File: config.mk
export PLATFORM = sky130hd
export DESIGN_NAME = cordic_stage_arbiter
export DESIGN_NICKNAME = d
export VERILOG_FILES = /design/src/rtl/cordic_stage_arbiter.sv
export SDC_FILE = /design/constraint.sdc
export NUM_CORES = 1
export LEC_CHECK = 0
export ABC_CLOCK_PERIOD_IN_PS = 4800
export CAP_MARGIN = 10
export CORE_MARGIN = 1
export CORE_UTILIZATION = 25
export DETAILED_ROUTE_END_ITERATION = 8
export HOLD_SLACK_MARGIN = 0.1
export SLEW_MARGIN = 25
export SYNTH_ARGS = -nofsm -noshare
export SYNTH_HDL_FRONTEND = slang
export SYNTH_SLANG_ARGS = --single-unit
File: constraint.sdc
create_clock -name clk -period 4.8 [get_ports clk]
set_input_delay 0.96 -clock clk [delete_from_list [all_inputs] [get_ports clk]]
set_output_delay 0.96 -clock clk [all_outputs]
set_load 0.03 [all_outputs]
File: src/rtl/cordic_stage_arbiter.sv
// Round-robin owner of the shared CORDIC engines (EVD, ICA, FFT, K-Means).
// The stage select only moves after in-flight ops drain and a settle window expires.
module cordic_stage_arbiter #(
  parameter int CNT_WIDTH     = 6,
  parameter int MAX_HOLD      = 64,
  parameter int SETTLE_CYCLES = 2
) (
  input  logic                 clk,
  input  logic                 reset,
  input  logic [3:0]           req_in,
  input  logic [3:0]           release_in,
  input  logic [3:0]           req_issue_in,
  input  logic                 issue_vec_in,
  input  logic                 issue_rot1_in,
  input  logic                 issue_rot2_in,
  input  logic                 opvld_vec_in,
  input  logic                 opvld_rot1_in,
  input  logic                 opvld_rot2_in,
  output logic [3:0]           grant_out,
  output logic [1:0]           scica_stage_out,
  output logic                 stage_vld_out,
  output logic                 busy_out,
  output logic [CNT_WIDTH-1:0] outstanding_out,
  output logic                 violation_out
);
  typedef enum logic [1:0] {S_IDLE, S_GRANT, S_DRAIN} state_t;

  localparam int HOLD_W   = (MAX_HOLD > 1) ? $clog2(MAX_HOLD) + 1 : 1;
  localparam int SETTLE_W = $clog2(SETTLE_CYCLES + 1) + 1;
  localparam int CNT_MAX  = (1 << CNT_WIDTH) - 1;
  localparam logic [HOLD_W-1:0]   HOLD_LAST   = HOLD_W'((MAX_HOLD > 0) ? MAX_HOLD - 1 : 0);
  localparam logic [SETTLE_W-1:0] SETTLE_LAST = SETTLE_W'((SETTLE_CYCLES > 0) ? SETTLE_CYCLES - 1 : 0);

  state_t                state_q, state_d;
  logic [3:0]            grant_q, grant_d;
  logic [1:0]            stage_q, stage_d;
  logic [1:0]            ptr_q, ptr_d;
  logic [HOLD_W-1:0]     hold_cnt_q, hold_cnt_d;
  logic [SETTLE_W-1:0]   settle_cnt_q, settle_cnt_d;
  logic [CNT_WIDTH-1:0]  out_q, out_d;
  logic                  viol_q, viol_d;
  logic [5:0]            sup_q, sup_d;

  logic       pick_vld, preempt, grant_exit, drain_done;
  logic [1:0] pick_idx, cand;
  logic [1:0] n_iss, n_ovl;
  int         net;

  // Round-robin search starting just after the last holder.
  always_comb begin
    pick_vld = 1'b0;
    pick_idx = ptr_q;
    cand     = ptr_q;
    for (int k = 1; k <= 4; k++) begin
      cand = ptr_q + 2'(k);
      if (!pick_vld && req_in[cand]) begin
        pick_vld = 1'b1;
        pick_idx = cand;
      end
    end
  end

  assign preempt    = (MAX_HOLD != 0) && (hold_cnt_q == HOLD_LAST) &&
                      (|(req_in & ~(4'b0001 << stage_q)));
  assign grant_exit = release_in[stage_q] || !req_in[stage_q] || preempt;
  assign drain_done = (out_q == '0) && ((SETTLE_CYCLES == 0) || (settle_cnt_q == SETTLE_LAST));

  always_ff @(posedge clk) begin
    if (reset) begin
      state_q      <= S_IDLE;
      grant_q      <= '0;
      stage_q      <= '0;
      ptr_q        <= 2'd3;
      hold_cnt_q   <= '0;
      settle_cnt_q <= '0;
      out_q        <= '0;
      viol_q       <= 1'b0;
      sup_q        <= 6'd32;
    end else begin
      state_q      <= state_d;
      grant_q      <= grant_d;
      stage_q      <= stage_d;
      ptr_q        <= ptr_d;
      hold_cnt_q   <= hold_cnt_d;
      settle_cnt_q <= settle_cnt_d;
      out_q        <= out_d;
      viol_q       <= viol_d;
      sup_q        <= sup_d;
    end
  end

  always_comb begin
    state_d = state_q;
    case (state_q)
      S_IDLE:  if (pick_vld)   state_d = S_GRANT;
      S_GRANT: if (grant_exit) state_d = S_DRAIN;
      S_DRAIN: if (drain_done) state_d = S_IDLE;
      default: state_d = S_IDLE;
    endcase
  end

  // Grant and stage move together so the stage is stable on the first issue cycle.
  always_comb begin
    grant_d      = grant_q;
    stage_d      = stage_q;
    ptr_d        = ptr_q;
    hold_cnt_d   = (hold_cnt_q == '1) ? hold_cnt_q : hold_cnt_q + 1'b1;
    settle_cnt_d = settle_cnt_q;
    case (state_q)
      S_IDLE: if (pick_vld) begin
        grant_d    = 4'b0001 << pick_idx;
        stage_d    = pick_idx;
        hold_cnt_d = '0;
      end
      S_GRANT: if (grant_exit) begin
        grant_d      = '0;
        ptr_d        = stage_q;
        settle_cnt_d = '0;
      end
      S_DRAIN: begin
        if (out_q != '0)             settle_cnt_d = '0;
        else if (settle_cnt_q != '1) settle_cnt_d = settle_cnt_q + 1'b1;
      end
      default: grant_d = '0;
    endcase
  end

  // Netted in-flight count; underflow is forgiven briefly after reset for stale results.
  always_comb begin
    n_iss  = 2'(issue_vec_in) + 2'(issue_rot1_in) + 2'(issue_rot2_in);
    n_ovl  = 2'(opvld_vec_in) + 2'(opvld_rot1_in) + 2'(opvld_rot2_in);
    net    = int'(out_q) + int'(n_iss) - int'(n_ovl);
    out_d  = out_q;
    viol_d = viol_q;
    sup_d  = (sup_q != '0) ? sup_q - 6'd1 : sup_q;
    if (net < 0) begin
      out_d = '0;
      if (sup_q == '0) viol_d = 1'b1;
    end else if (net > CNT_MAX) begin
      out_d  = '1;
      viol_d = 1'b1;
    end else begin
      out_d = CNT_WIDTH'(net);
    end
    if (|(req_issue_in & ~grant_q))                        viol_d = 1'b1;
    if ((req_issue_in & (req_issue_in - 4'd1)) != 4'd0)    viol_d = 1'b1;
  end

  assign grant_out       = grant_q;
  assign scica_stage_out = stage_q;
  assign stage_vld_out   = (state_q == S_GRANT);
  assign busy_out        = (state_q != S_IDLE);
  assign outstanding_out = out_q;
  assign violation_out   = viol_q;

endmodule
==> results.py <==
metrics = {
    "synthesis": {
        "synth-edff-count": 0,
        "ys_seq_area_share_pct": 30.7,
        "synth_warnings": 0,
        "ys_ff_latch": 33,
        "synth_flop_cell": "dfxtp_1",
        "synthArstFlopShare_pct": 0,
        "synth_cell_types": 43,
        "avgSynthCellArea_um2": 8.58,
        "syn-cell-area_um2": 2150,
        "synth_nets": 294,
        "syn_inst": 251,
    },
    "cells_and_area": {
        "fin_nets": 331,
        "multi_input_area_um2": 1370,
        "fillers": 887,
        "n_antenna_cell": 0,
        "fin_cells": 394,
        "drive_above_1_share_pct": 7.61,
        "design_area_um2": 2700,
        "areaGrowthSynthToFinish_pct": 25.1,
        "seq_area_um2": 661,
    },
    "global_routing": {
        "grt_pass1_vias": 1776,
        "grt_pass1_wl_um": 7780,
        "grt-ovfl-total": 0,
        "grt_usage_pct": 10.9,
        "antenna_found_initial": 0,
        "grt_max_degree": 31,
    },
    "worst_hold_path": {
        "worstHoldPathType": "reg2reg",
        "hold_start": "sup_q[4]",
    },
    "clock_network": {
        "cts-root-buf": "clkbuf_8",
        "cts_tree": "done",
        "cts_buffers": 5,
        "clock_sinks": 33,
        "insertion_delay_ns": 0.28,
        "ctsResizeCount": 0,
        "cts_buffer_depth": 2,
        "postCtsSetupBuffers": 0,
        "htree_num_levels": 2,
        "path_clk_slew_ns": 0.07,
        "postCtsHoldBufs": 0,
    },
    "placement": {
        "place_area_um2": 2620,
        "dp_cells": 386,
        "hpwl_um": 3490,
        "port_buffers": 34,
        "place.gp.congestion": 0.768,
    },
    "pwr": {
        "clockPowerShare_pct": 13.0,
        "seq_power_share_pct": 27.9,
        "power_switching_mw": 0.704,
        "ir_drop_mv": 0.357,
        "switching_share_pct": 44.3,
        "power.density_nw_per_um2": 590,
        "intPower_mw": 0.887,
        "p_leak_nw": 1.12,
        "combPwrFrac_pct": 59.1,
    },
    "sta": {
        "fmax_mhz": 239,
        "slew_headroom_pct": 62.6,
        "worst_pin_slew_ns": 0.560,
        "grt_setup_unrepaired": "false",
        "tns_ns": 0,
        "drv_slew": 0,
        "final_hold_viol_count": 0,
        "skew_ns": 0.00768,
        "min_period_over_period_pct": 87.0,
        "hold-worst-slack_ns": 0.455,
        "setup_violations": 0,
        "layout_min_cycle_time_ns": 4.18,
    },
    "critical_path": {
        "cp_slowest_cell": "fa_1",
        "worst-path-max-fanout": 6,
        "worst-setup-path-type": "in2reg",
        "cpMostUsedCell": "fa_1",
        "crit_chain": "clkdlybuf4s50_1 > ha_1 > fa_1 > fa_1 > inv_1 > ha_1 > fa_1 > a211o_1 > and4_1 > a311oi_2 > buf_4 > o21a_1",
        "cp-end-kind": "register",
        "cp-start-kind": "input pin",
        "cp.required_ns": 5.03,
        "r2r_start": "outstanding_out[0]",
        "critPathLaunch": "opvld_vec_in",
        "max_stage_delay_ns": 0.50,
        "cp.arrival_ns": 4.41,
    },
    "die": {
        "die_h_um": 94.8,
        "core_area_um2": 8260,
        "die-area_um2": 8990,
        "fp-row-count": 33,
        "start_util_pct": 26.1,
        "die_x_um": 94.8,
        "pin_count": 35,
    },
    "route": {
        "drt_pass1_iterations": 4,
        "num_vias": 1811,
        "drt_iter0_drc": 60,
        "drc": 0,
        "detail-route-antenna-nets": 0,
        "avgRoutedWirePerCell_um": 11.6,
        "avgViaCountPerCell": 4.60,
        "drt-total-wl_um": 4560,
    },
    "run": {
        "max_cap_violations": 0,
    },
    "run_status": {
        "outcome": "finished, final reports clean",
    },
}
-- cells by family (layout without fill, tap and decap cells) --
kind of cell,Yosys count,count (layout),share of synthesized area (%)
buffers and inverters,33,71,5.75
XOR/XNOR,9,9,3.66
flip-flops,33,33,30.7
adder cells (fa/ha/maj),23,23,14.8
AND/OR/NAND/NOR,90,90,22.7
AO/OA/AOI/OAI,50,50,16.3
multiplexers,13,13,6.16
-- routing by layer --
metal,routed length [um],global-route usage [%],vias up
met3,226,3.06,4
met1,2320,13.9,841
met5,0,0,-
li1,-,-,934
met2,1970,17.7,32
met4,40,3.28,0
-- final timing paths --
check / slack (ns) / cells after the start / to
worst max register to register: 2.04 / 10 / outstanding_out[5]
worst min-delay path: 0.45 / 2 / sup_q[4]
worst min register to register: 0.45 / 2 / sup_q[4]
worst max-delay path: 0.62 / 12 / outstanding_out[5]
-- stage by stage --
| step | util [%] | power, mW | setup WS, ns |
|---|---|---|---|
| floorplan | - | 1.13 | 0.749 |
| global placement | 31.7 | 1.38 | 0.377 |
| detailed placement | 31.7 | 1.40 | 0.298 |
| CTS | 32.7 | 1.61 | 0.598 |
| global route | 32.7 | 1.73 | 0.480 |
| finish | 32.7 | 1.59 | 0.622 |
-- flip-flops by register name (all words and copies together), names as in the netlist --
| register | flops |
|---|---|
| settle_cnt_q | 3 |
| outstanding_out | 6 |
| state_q | 2 |
| grant_out | 4 |
| scica_stage_out | 2 |
| violation_out | 1 |
| hold_cnt_q | 7 |
| sup_q | 6 |
| ptr_q | 2 |
-- power groups by stage --
stage	combinational (mW)	clock [mW]	sequential, mW
5_1_grt	1.05	0.226	0.457
4_1_cts	0.953	0.214	0.443
2_1_floorplan	0.631	0	0.497
3_3_place_gp	0.929	0	0.448
3_5_place_dp	0.948	0	0.449
6_report	0.941	0.207	0.444
-- Yosys cell counts, drive strengths merged, types with 2 or more instances --
cell type / number / share of area [%]
nand2b: 11 / 3.2
clkbuf: 5 / 0.87
nor4: 2 / 0.58
and3: 3 / 1.1
a211oi: 3 / 1.3
a221o: 2 / 0.93
nor2: 29 / 5.1
nor2b: 6 / 1.7
or3b: 2 / 0.81
mux2: 2 / 1.0
xnor2: 6 / 2.4
nor3b: 2 / 0.70
nand3: 7 / 1.6
mux2i: 11 / 5.1
a211o: 2 / 0.81
nand3b: 2 / 0.70
fa: 4 / 3.7
a21oi: 22 / 6.2
xor2: 3 / 1.2
nor4b: 2 / 0.81
nand2: 10 / 1.7
dfxtp: 33 / 31
inv: 28 / 4.9
a31oi: 5 / 1.7
or2: 3 / 0.87
nor3: 5 / 1.2
ha: 19 / 11
o21ai: 6 / 1.4
o21a: 6 / 2.1
-- critical path: cells and delay by family --
family                     cells  cell delay (ns)
AOI/OAI and AO/OA              3             0.71
adders and majority gates      5             1.91
buffers and inverters          3             0.64
and+or+nand+nor                1             0.18
-- placed cells by master (no fill, tap or decap), types with 7 or more instances in the layout --
cell	synthesis	routed
dfxtp_1	33	33
clkdlybuf4s50_1	0	33
nor2_1	29	29
inv_1	28	28
a21oi_1	20	20
ha_1	19	19
nand2b_1	11	11
mux2i_1	11	11
nand2_1	10	10
nand3_1	7	7
-- final cells by class --
| cell class | instances | area share, % |
|---|---|---|
| Inverter | 28 | 3.90 |
| Sequential cell | 33 | 24.5 |
| Timing Repair Buffer | 35 | 12.7 |
| Multi-Input combinational cell | 185 | 50.8 |
| Clock inverter | 3 | 0.650 |
| Clock buffer | 5 | 2.55 |
| Tap cell | 105 | 4.87 |
Note: power is estimated with default switching activity, not from simulation.
